File: config.mk
export PLATFORM = sky130hd
export DESIGN_NAME = button_hex_counter
export DESIGN_NICKNAME = d
export VERILOG_FILES = /design/src/rtl/button_hex_counter.sv
export SDC_FILE = /design/constraint.sdc
export NUM_CORES = 1
export LEC_CHECK = 0
export BUFFER_PORTS_ARGS = -buffer_cell sky130_fd_sc_hd__buf_2
export CAP_MARGIN = 0
export CORE_ASPECT_RATIO = 1.1
export CORE_UTILIZATION = 50
export DETAILED_ROUTE_END_ITERATION = 12
export GPL_TIMING_DRIVEN = 0
export HOLD_SLACK_MARGIN = 0.1
export PLACE_DENSITY = 0.78
export SLEW_MARGIN = 10
export SYNTH_ARGS = -nofsm -noshare
export SYNTH_HDL_FRONTEND = slang
export SYNTH_HIERARCHICAL = 1
export SYNTH_SLANG_ARGS = --single-unit
File: constraint.sdc
create_clock -name CLK100MHZ -period 3.93 [get_ports CLK100MHZ]
set_input_delay 0.1965 -clock CLK100MHZ [delete_from_list [all_inputs] [get_ports CLK100MHZ]]
set_output_delay 0.1965 -clock CLK100MHZ [all_outputs]
set_load 0.05 [all_outputs]
File: src/rtl/button_hex_counter.sv
// Two-button up/down counter for a two-digit hex display.
// Each raw button is synchronized and debounced, then drives a small FSM that
// emits one count event on press and auto-repeats while the button is held.
// Up and down events landing in the same cycle cancel each other.

module button_channel #(
    parameter int DEBOUNCE_CYCLES = 1_000_000,
    parameter int HOLD_CYCLES     = 50_000_000,
    parameter int REPEAT_CYCLES   = 10_000_000
) (
    input  logic clk,
    input  logic rst,
    input  logic btn,
    output logic press_event
);

    localparam int DB_W   = (DEBOUNCE_CYCLES > 1) ? $clog2(DEBOUNCE_CYCLES) : 1;
    localparam int HOLD_W = (HOLD_CYCLES > 1) ? $clog2(HOLD_CYCLES) : 1;
    localparam int REP_W  = (REPEAT_CYCLES > 1) ? $clog2(REPEAT_CYCLES) : 1;

    localparam logic [DB_W-1:0]   DB_LAST   = DB_W'(DEBOUNCE_CYCLES - 1);
    localparam logic [HOLD_W-1:0] HOLD_LAST = HOLD_W'(HOLD_CYCLES - 1);
    localparam logic [REP_W-1:0]  REP_LAST  = REP_W'(REPEAT_CYCLES - 1);

    typedef enum logic [1:0] {
        IDLE,
        HELD,
        REPEAT
    } state_t;

    logic [1:0]        sync_ff;
    logic              synced;
    logic [DB_W-1:0]   db_cnt;
    logic              db_level;
    logic              db_prev;
    state_t            state;
    state_t            state_next;
    logic [HOLD_W-1:0] hold_timer;
    logic [HOLD_W-1:0] hold_next;
    logic [REP_W-1:0]  rep_timer;
    logic [REP_W-1:0]  rep_next;

    assign synced = sync_ff[1];

    // Two-flop synchronizer for the asynchronous raw button
    always_ff @(posedge clk or posedge rst) begin
        if (rst) begin
            sync_ff <= 2'b00;
        end else begin
            sync_ff <= {sync_ff[0], btn};
        end
    end

    // Debounce: level follows the input only after a full run of disagreement
    always_ff @(posedge clk or posedge rst) begin
        if (rst) begin
            db_cnt   <= '0;
            db_level <= 1'b0;
        end else if (synced != db_level) begin
            if (db_cnt == DB_LAST) begin
                db_cnt   <= '0;
                db_level <= synced;
            end else begin
                db_cnt <= db_cnt + DB_W'(1);
            end
        end else begin
            db_cnt <= '0;
        end
    end

    // State, timers and previous debounced level for edge detection
    always_ff @(posedge clk or posedge rst) begin
        if (rst) begin
            state      <= IDLE;
            hold_timer <= '0;
            rep_timer  <= '0;
            db_prev    <= 1'b0;
        end else begin
            state      <= state_next;
            hold_timer <= hold_next;
            rep_timer  <= rep_next;
            db_prev    <= db_level;
        end
    end

    // Next-state logic: press event, hold delay, then periodic repeat events
    always_comb begin
        state_next  = state;
        hold_next   = hold_timer;
        rep_next    = rep_timer;
        press_event = 1'b0;
        case (state)
            IDLE: begin
                hold_next = '0;
                rep_next  = '0;
                if (db_level && !db_prev) begin
                    state_next  = HELD;
                    press_event = 1'b1;
                end
            end
            HELD: begin
                if (!db_level) begin
                    state_next = IDLE;
                    hold_next  = '0;
                end else if (hold_timer == HOLD_LAST) begin
                    state_next  = REPEAT;
                    press_event = 1'b1;
                    hold_next   = '0;
                    rep_next    = '0;
                end else begin
                    hold_next = hold_timer + HOLD_W'(1);
                end
            end
            REPEAT: begin
                if (!db_level) begin
                    state_next = IDLE;
                    rep_next   = '0;
                end else if (rep_timer == REP_LAST) begin
                    press_event = 1'b1;
                    rep_next    = '0;
                end else begin
                    rep_next = rep_timer + REP_W'(1);
                end
            end
            default: begin
                state_next = IDLE;
                hold_next  = '0;
                rep_next   = '0;
            end
        endcase
    end

endmodule

module button_hex_counter #(
    parameter int DEBOUNCE_CYCLES = 1_000_000,
    parameter int HOLD_CYCLES     = 50_000_000,
    parameter int REPEAT_CYCLES   = 10_000_000,
    parameter int WIDTH           = 8
) (
    input  logic             CLK100MHZ,
    input  logic             RST,
    input  logic             BTNU,
    input  logic             BTND,
    output logic [WIDTH-1:0] value,
    output logic             step
);

    logic up_event;
    logic down_event;

    button_channel #(
        .DEBOUNCE_CYCLES(DEBOUNCE_CYCLES),
        .HOLD_CYCLES    (HOLD_CYCLES),
        .REPEAT_CYCLES  (REPEAT_CYCLES)
    ) u_up (
        .clk        (CLK100MHZ),
        .rst        (RST),
        .btn        (BTNU),
        .press_event(up_event)
    );

    button_channel #(
        .DEBOUNCE_CYCLES(DEBOUNCE_CYCLES),
        .HOLD_CYCLES    (HOLD_CYCLES),
        .REPEAT_CYCLES  (REPEAT_CYCLES)
    ) u_down (
        .clk        (CLK100MHZ),
        .rst        (RST),
        .btn        (BTND),
        .press_event(down_event)
    );

    // Apply a single up or down event; coincident events cancel out
    always_ff @(posedge CLK100MHZ or posedge RST) begin
        if (RST) begin
            value <= '0;
            step  <= 1'b0;
        end else begin
            step <= up_event ^ down_event;
            if (up_event && !down_event) begin
                value <= value + WIDTH'(1);
            end else if (down_event && !up_event) begin
                value <= value - WIDTH'(1);
            end
        end
    end

endmodule

== Word-level counts from Yosys, hierarchy flattened ==
Index checks and enable logic that the tools add are counted.

* Register bits after elaboration: 161
* Input port bits: 4
* Output and inout bits: 9
* Logic and storage cells: 108

* $add $sub $neg: 8
* Equal/unequal tests: 22
* Muxes and demuxes: 44
* Bitwise gates (word level): 1
* Reduce and logical (&&, ||, !) cells: 17

{| class="wikitable"
|+ Operators by type and width
! operator !! number
|-
| 2-to-1 mux 24 bit || 8
|-
| 2-to-1 mux 26 bit || 4
|-
| one-hot mux 26 bit (2 select lines) || 2
|-
| one-hot mux 24 bit (2 select lines) || 2
|-
| 2-to-1 mux 20 bit || 4
|-
| adder 26 x 1 -> 26 bit (second input constant) || 2
|-
| equality test 26 bit (second input constant) || 2
|-
| adder 24 x 1 -> 24 bit (second input constant) || 2
|-
| equality test 24 bit (second input constant) || 2
|-
| adder 20 x 1 -> 20 bit (second input constant) || 2
|-
| equality test 20 bit (second input constant) || 2
|-
| 2-to-1 mux 2 bit || 8
|-
| 2-to-1 mux 8 bit || 2
|-
| != test 2 x 1 -> 1 bit (second input constant) || 6
|-
| one-hot mux 2 bit (3 select lines) || 2
|-
| 2-to-1 mux 1 bit || 10
|-
| adder 8 x 1 -> 8 bit (second input constant) || 1
|-
| AND reduction 2 bit || 4
|-
| subtractor 8 x 1 -> 8 bit (second input constant) || 1
|-
| != test 3 bit (second input constant) || 2
|-
| one-hot mux 1 bit (3 select lines) || 2
|-
| AND reduction 3 bit || 2
|-
| equality test 2 x 1 -> 1 bit (second input constant) || 2
|-
| equality test 2 bit (second input constant) || 2
|-
| other kinds (7) || 16
|}

== Longest topological paths before layout ==
* Word-level depth: 8
* Depth in mapped cells: 16

== Hierarchy ==
The synthesis kept the hierarchy.

{| class="wikitable"
|+ Modules (own cells, without submodules)
! module !! times used !! cells an instance !! area each (µm²) !! seq. area each (µm²)
|-
| button_channel || 2 || 441 || 4,185.3 || 1,901.8
|-
| button_hex_counter || 1 || 68 || 640.6 || 225.2
|}

== Least setup slack after synthesis ==
Ideal clock, no wire load.

* Path kind: reg-to-reg
* Start point: register u_down.hold_timer[0]
* End point: register value[7]
* Setup time: 122 ps
* Data arrival time: 3,112 ps
* Required time: 3,808 ps
* Slack: 697 ps
* Stages on the path, launching flop included: 17
* Period minus slack after synthesis: 3,233 ps
* Cells stage by stage: dfrtp_1 -> ha_1 -> and3_1 -> clkbuf_2 -> nand2_1 -> nor4_1 -> o21ai_0 -> a211oi_1 -> inv_1 -> ha_1 -> inv_1 -> ha_1 -> o21ai_0 -> nor3_1 -> a211oi_2 -> xnor2_1 -> a32o_1

* Longest elaborated chain between the ends: 7
* Elaborated cells between the ends (all ways): 9

{| class="wikitable"
|+ Ends and longest elaborated chain
! item !! RTL line !! source
|-
| start: declaration || 38 || <nowiki>logic [HOLD_W-1:0] hold_timer;</nowiki>
|-
| start signal: assignment || 80 || <nowiki>hold_timer <= hold_next;</nowiki>
|-
| equality test 26 bit * || 105 || <nowiki>end else if (hold_timer == HOLD_LAST) begin</nowiki>
|-
| 2-to-1 mux 1 bit * || 105 ||
|-
| 2-to-1 mux 1 bit * || 102 || <nowiki>if (!db_level) begin</nowiki>
|-
| one-hot mux 1 bit (3 select lines) * || 92 || <nowiki>case (state)</nowiki>
|-
| named net down_event || 150 || <nowiki>logic down_event;</nowiki>
|-
| logical NOT 1 bit || 181 || <nowiki>if (up_event && !down_event) begin</nowiki>
|-
| logical AND 1 bit || 181 ||
|-
| 2-to-1 mux 8 bit or nonzero test 2 bit (tied branches) || - ||
|-
| end signal: assignment || 182 || <nowiki>value <= value + WIDTH'(1);</nowiki>
|-
| end signal: assignment || 184 || <nowiki>value <= value - WIDTH'(1);</nowiki>
|-
| end: declaration || 145 || <nowiki>output logic [WIDTH-1:0] value,</nowiki>
|}

The timed path passes the listed nets; every way through them passes the cells marked *.
A chain may end at the register's enable or synchronous reset.

== Final worst setup path ==
* Start point: register u_up.hold_timer[0]
* End point: register value[7]

* Longest elaborated chain between the ends: 7
* Elaborated cells between the ends (all ways): 9

{| class="wikitable"
|+ Ends and longest elaborated chain
! item !! RTL line !! source
|-
| start: declaration || 38 ||
|-
| start signal: assignment || 80 ||
|-
| equality test 26 bit * || 105 ||
|-
| 2-to-1 mux 1 bit * || 105 ||
|-
| 2-to-1 mux 1 bit * || 102 ||
|-
| one-hot mux 1 bit (3 select lines) * || 92 ||
|-
| named net up_event || 149 || <nowiki>logic up_event;</nowiki>
|-
| logical NOT 1 bit || 183 || <nowiki>end else if (down_event && !up_event) begin</nowiki>
|-
| logical AND 1 bit || 183 ||
|-
| nonzero test 2 bit (no line) || - ||
|}

Marks and branches as above.

==> reports/qor.csv <==
stage,metric,value,unit
sta,final period utilization,94.3,%
route,final WL,18500,um
critical_path,critical path capture point type,flip-flop,
cells_and_area,Post-Layout Cell Count,1237,
cells_and_area,"most common cell after layout, fill and taps aside",dfrtp_1,
synth,Post-synth top flop,dfrtp_1,
cells_and_area,"commonest cells after routing, fill and taps aside","161 x dfrtp_1, 116 x nor2_1, 69 x o21ai_0, 65 x nand2_1, 57 x xnor2_1",
floorplan,Initial Utilization,51.0,%
synth,"Cell Area, Synth",9010,um2
clock_network,H-Tree Depth,4,
sta,fin. max-slew vios,0,
sta,worst slew pin tran,0.926,ns
route,DRC violations left,0,
clock_network,Post-CTS Setup Repair Bufs,0,
synth,"area leader, netlist",dfrtp_1,
clock_network,clock root buffer master,clkbuf_16,
synth,Mapped Nets,976,
power_and_ir_drop,NetSw,729,uW
cells_and_area,proportion of layout cells with a drive suffix above 1,10.0,%
route,vias,7079,
power_and_ir_drop,switching part of the total,21.6,%
place,number of instances in the placed design,1202,
global_routing,vias in the first global route,6925,
place,GPL Wtd Cong,0.785,
sta,Final Hold Fails,0,
clock_network,CTS sink cnt,161,
synth,Syn Inst Count,950,
power_and_ir_drop,Comb pwr share,1.8,%
route,wire per inst,15.0,um
critical_path,crit-path max FO,8,
critical_path,slowest stage cell on the critical path,dfrtp_1,
sta,Final Setup Violations,0,
sta,setup TNS,0,ns
critical_path,critical path type,flip-flop to flip-flop,
global_routing,largest net degree at the start of global routing,49,
critical_path,worst path bufs/invs,2,
sta,clk_skew,0.00896,ns
place,dpl ws,0.0109,ns
sta,post-layout min period,3.71,ns
outcome,status,"finished, final reports clean",
synth,share of the synthesized area in the top cell type,44.7,%
critical_path,"delay-heaviest family, CP",simple AND/OR/NAND/NOR gates,
power_and_ir_drop,Pwr per Cell Area,336,nW/um2
synth,number of synthesized flops with an enable pin,0,
global_routing,first-pass GRT wire length,32100,um
clock_network,worst skew pair latency,0.43,ns
synth,yosys warns,6,
route,post-route ant nets,0,
run,Max Cap Viol,0,
place,hpwl dp,12400,um
power_and_ir_drop,Clk pwr share,48.8,%
route,first-pass detailed-route iteration total,4,
power_and_ir_drop,Internal,2.65,mW
worst_hold_path,Hold Path Class,input pin to asynchronous set/reset pin,
synth,Post-synth ARST share,100,%
synth,"Distinct cells, synth",56,
global_routing,grt ovf,0,
route,DR iter-0 viols,474,
critical_path,CP required,4.24,ns
clock_network,Max Buffers Root-to-Sink,2,
critical_path,Startpoint Class,flip-flop,
floorplan,Die Area,18600,um2
global_routing,initial antenna violation count,0,
sta,final worst setup slack,0.225,ns
cells_and_area,area grow syn2layout,11.6,%
clock_network,TritonCTS buffer count,17,
global_routing,GRT Resource Usage Total,21.5,%
power_and_ir_drop,Sequential Power Share,49.4,%
synth,Area contributors post-synth,"dfrtp_1 45%, xnor2_1 5.5%, nor2_1 4.8%",
critical_path,crit path DAT,4.02,ns
place,Buffers on Ports,12,
sta,RSZ-0062 raised after global routing,no,
critical_path,crit path cell chain,ha_1 -> and3_1 -> clkbuf_2 -> nand2_1 -> nor4_1 -> o21ai_0 -> a211oi_2 -> ha_2 -> inv_2 -> ha_1 -> nand2_1 -> nor3_1 -> nor2_1 -> mux2i_1 -> a32o_1,
power_and_ir_drop,VDD IR max,0.252,mV
floorplan,DIE HEIGHT,143,um
floorplan,Core Footprint,17700,um2
clock_network,clock transition at the registers of the reported paths,0.06,ns
power_and_ir_drop,Pleak,4.30,nW
power_and_ir_drop,total power,3.38,mW
cells_and_area,Antenna diodes,0,
synth,syn avg cell area,9.49,um2
floorplan,Die Width,130,um
sta,fmax,270,MHz
clock_network,CTS tree,yes,
cells_and_area,Final Util,56.9,%
synth,"Seq/Total Area, Yosys",44.7,%
floorplan,number of core rows,51,
floorplan,io pins,13,
cells_and_area,Nets,1012,
synth,Synth Register Bits,161,
route,vias per inst,5.72,
critical_path,"slowest stage delay, CP",0.40,ns
sta,worst relative slew slack,37.7,%
==> logic make-up after synthesis <==
kind of cell,count (synthesis),share of synthesized area (%)
AO/OA/AOI/OAI,164,12.4
XOR/XNOR,83,8.07
adder cells (fa/ha/maj),22,3.14
buffers and inverters,71,3.76
flip-flops,161,44.7
multiplexers,4,0.486
AND/OR/NAND/NOR,445,27.4
==> cell usage after synthesis (3+ instances only) <==
cell,instances
or3_1,4
mux2_2,3
a21o_1,10
buf_4,4
o21ai_0,69
a41o_1,4
nand2b_1,6
or4_1,6
and2_1,13
xnor2_1,57
buf_6,6
buf_2,8
nor2b_1,16
nor4b_1,4
a22o_1,28
nand3_1,48
dfrtp_1,161
a21oi_1,17
a31oi_1,5
nor4b_2,4
inv_1,39
nand2_1,66
nor4_1,25
xor2_1,26
ha_1,21
clkbuf_1,12
and3_1,37
o31ai_1,10
nor3_1,38
nor2_1,116
o21bai_1,3
and4_1,20
nand4_1,22
==> per-layer routing <==
metal / track usage (%) / share of wire [%] / up-vias
met5: 0 / 0 / -
met4: 8.08 / 1.8 / 0
met3: 4.42 / 2.9 / 33
met2: 35.7 / 49 / 107
met1: 27.3 / 47 / 3468
li1: - / - / 3471
==> power by group through the flow <==
stage                     logic (mW)  registers [mW]  clock network [mW]
after detailed placement      0.0615            1.70                   0
after floorplan               0.0391            1.70                   0
after global placement        0.0540            1.70                   0
after global routing          0.0716            1.67                1.76
after CTS                     0.0643            1.67                1.68
final                         0.0612            1.67                1.65
==> cell type report <==
cell class,count,area (um2)
buffer,32,193
fill,1518,7610
inverter,39,151
timing repair buffer,17,138
clock buffer,21,460
clock inverter,11,128
sequential,161,4030
multi-input combinational,718,4660
tap,238,298
==> what timing repair did <==
action | CTS | global route
setup endpoints to repair | 0 | 3
endpoints found under the hold margin | 75 | 0
hold buffers | 3 | 0
gates resized for setup | 0 | 6
==> worst register-to-register path, delay by kind of cell, from the launching register on <==
| kind | cells | cell delay, ns |
|---|---|---|
| compound gates | 3 | 0.77 |
| fa+ha+maj | 3 | 0.87 |
| buf+inv | 2 | 0.29 |
| flops | 1 | 0.40 |
| mux | 1 | 0.13 |
| simple gates | 6 | 1.13 |
==> final timing paths <==
path / start / end / slack [ns] / cells past startpoint
worst max register to register: u_up/hold_timer[0] / value[7] / 0.22 / 15
worst min register to register: u_down/sync_ff[0] / u_down/sync_ff[1] / 0.35 / 0
worst min-delay path: RST / value[2] / 0.34 / 3
worst max-delay path: u_up/hold_timer[0] / value[7] / 0.22 / 15
max in group asynchronous: RST / u_down/db_cnt[14] / 2.95 / 4
min in group CLK100MHZ: u_down/sync_ff[0] / u_down/sync_ff[1] / 0.35 / 0
==> flip-flops by register name, indices dropped and copies added, names as in the netlist, 2 cells and up <==
signal             count
u_down/db_cnt         20
u_down/rep_timer      24
value                  8
u_up/hold_timer       26
u_down/sync_ff         2
u_up/sync_ff           2
u_up/state             2
u_up/db_cnt           20
u_up/rep_timer        24
u_down/hold_timer     26
u_down/state           2
==> metrics by stage <==
stage | area, um2 | hold WS (ns)
4_1_cts | 10000 | 0.322
5_1_grt | 10100 | 0.353
2_1_floorplan | 9010 | 0.0244
3_3_place_gp | 9370 | 0.195
6_report | 10100 | 0.340
3_5_place_dp | 9420 | 0.238
Power figures use the tool's default switching activity.
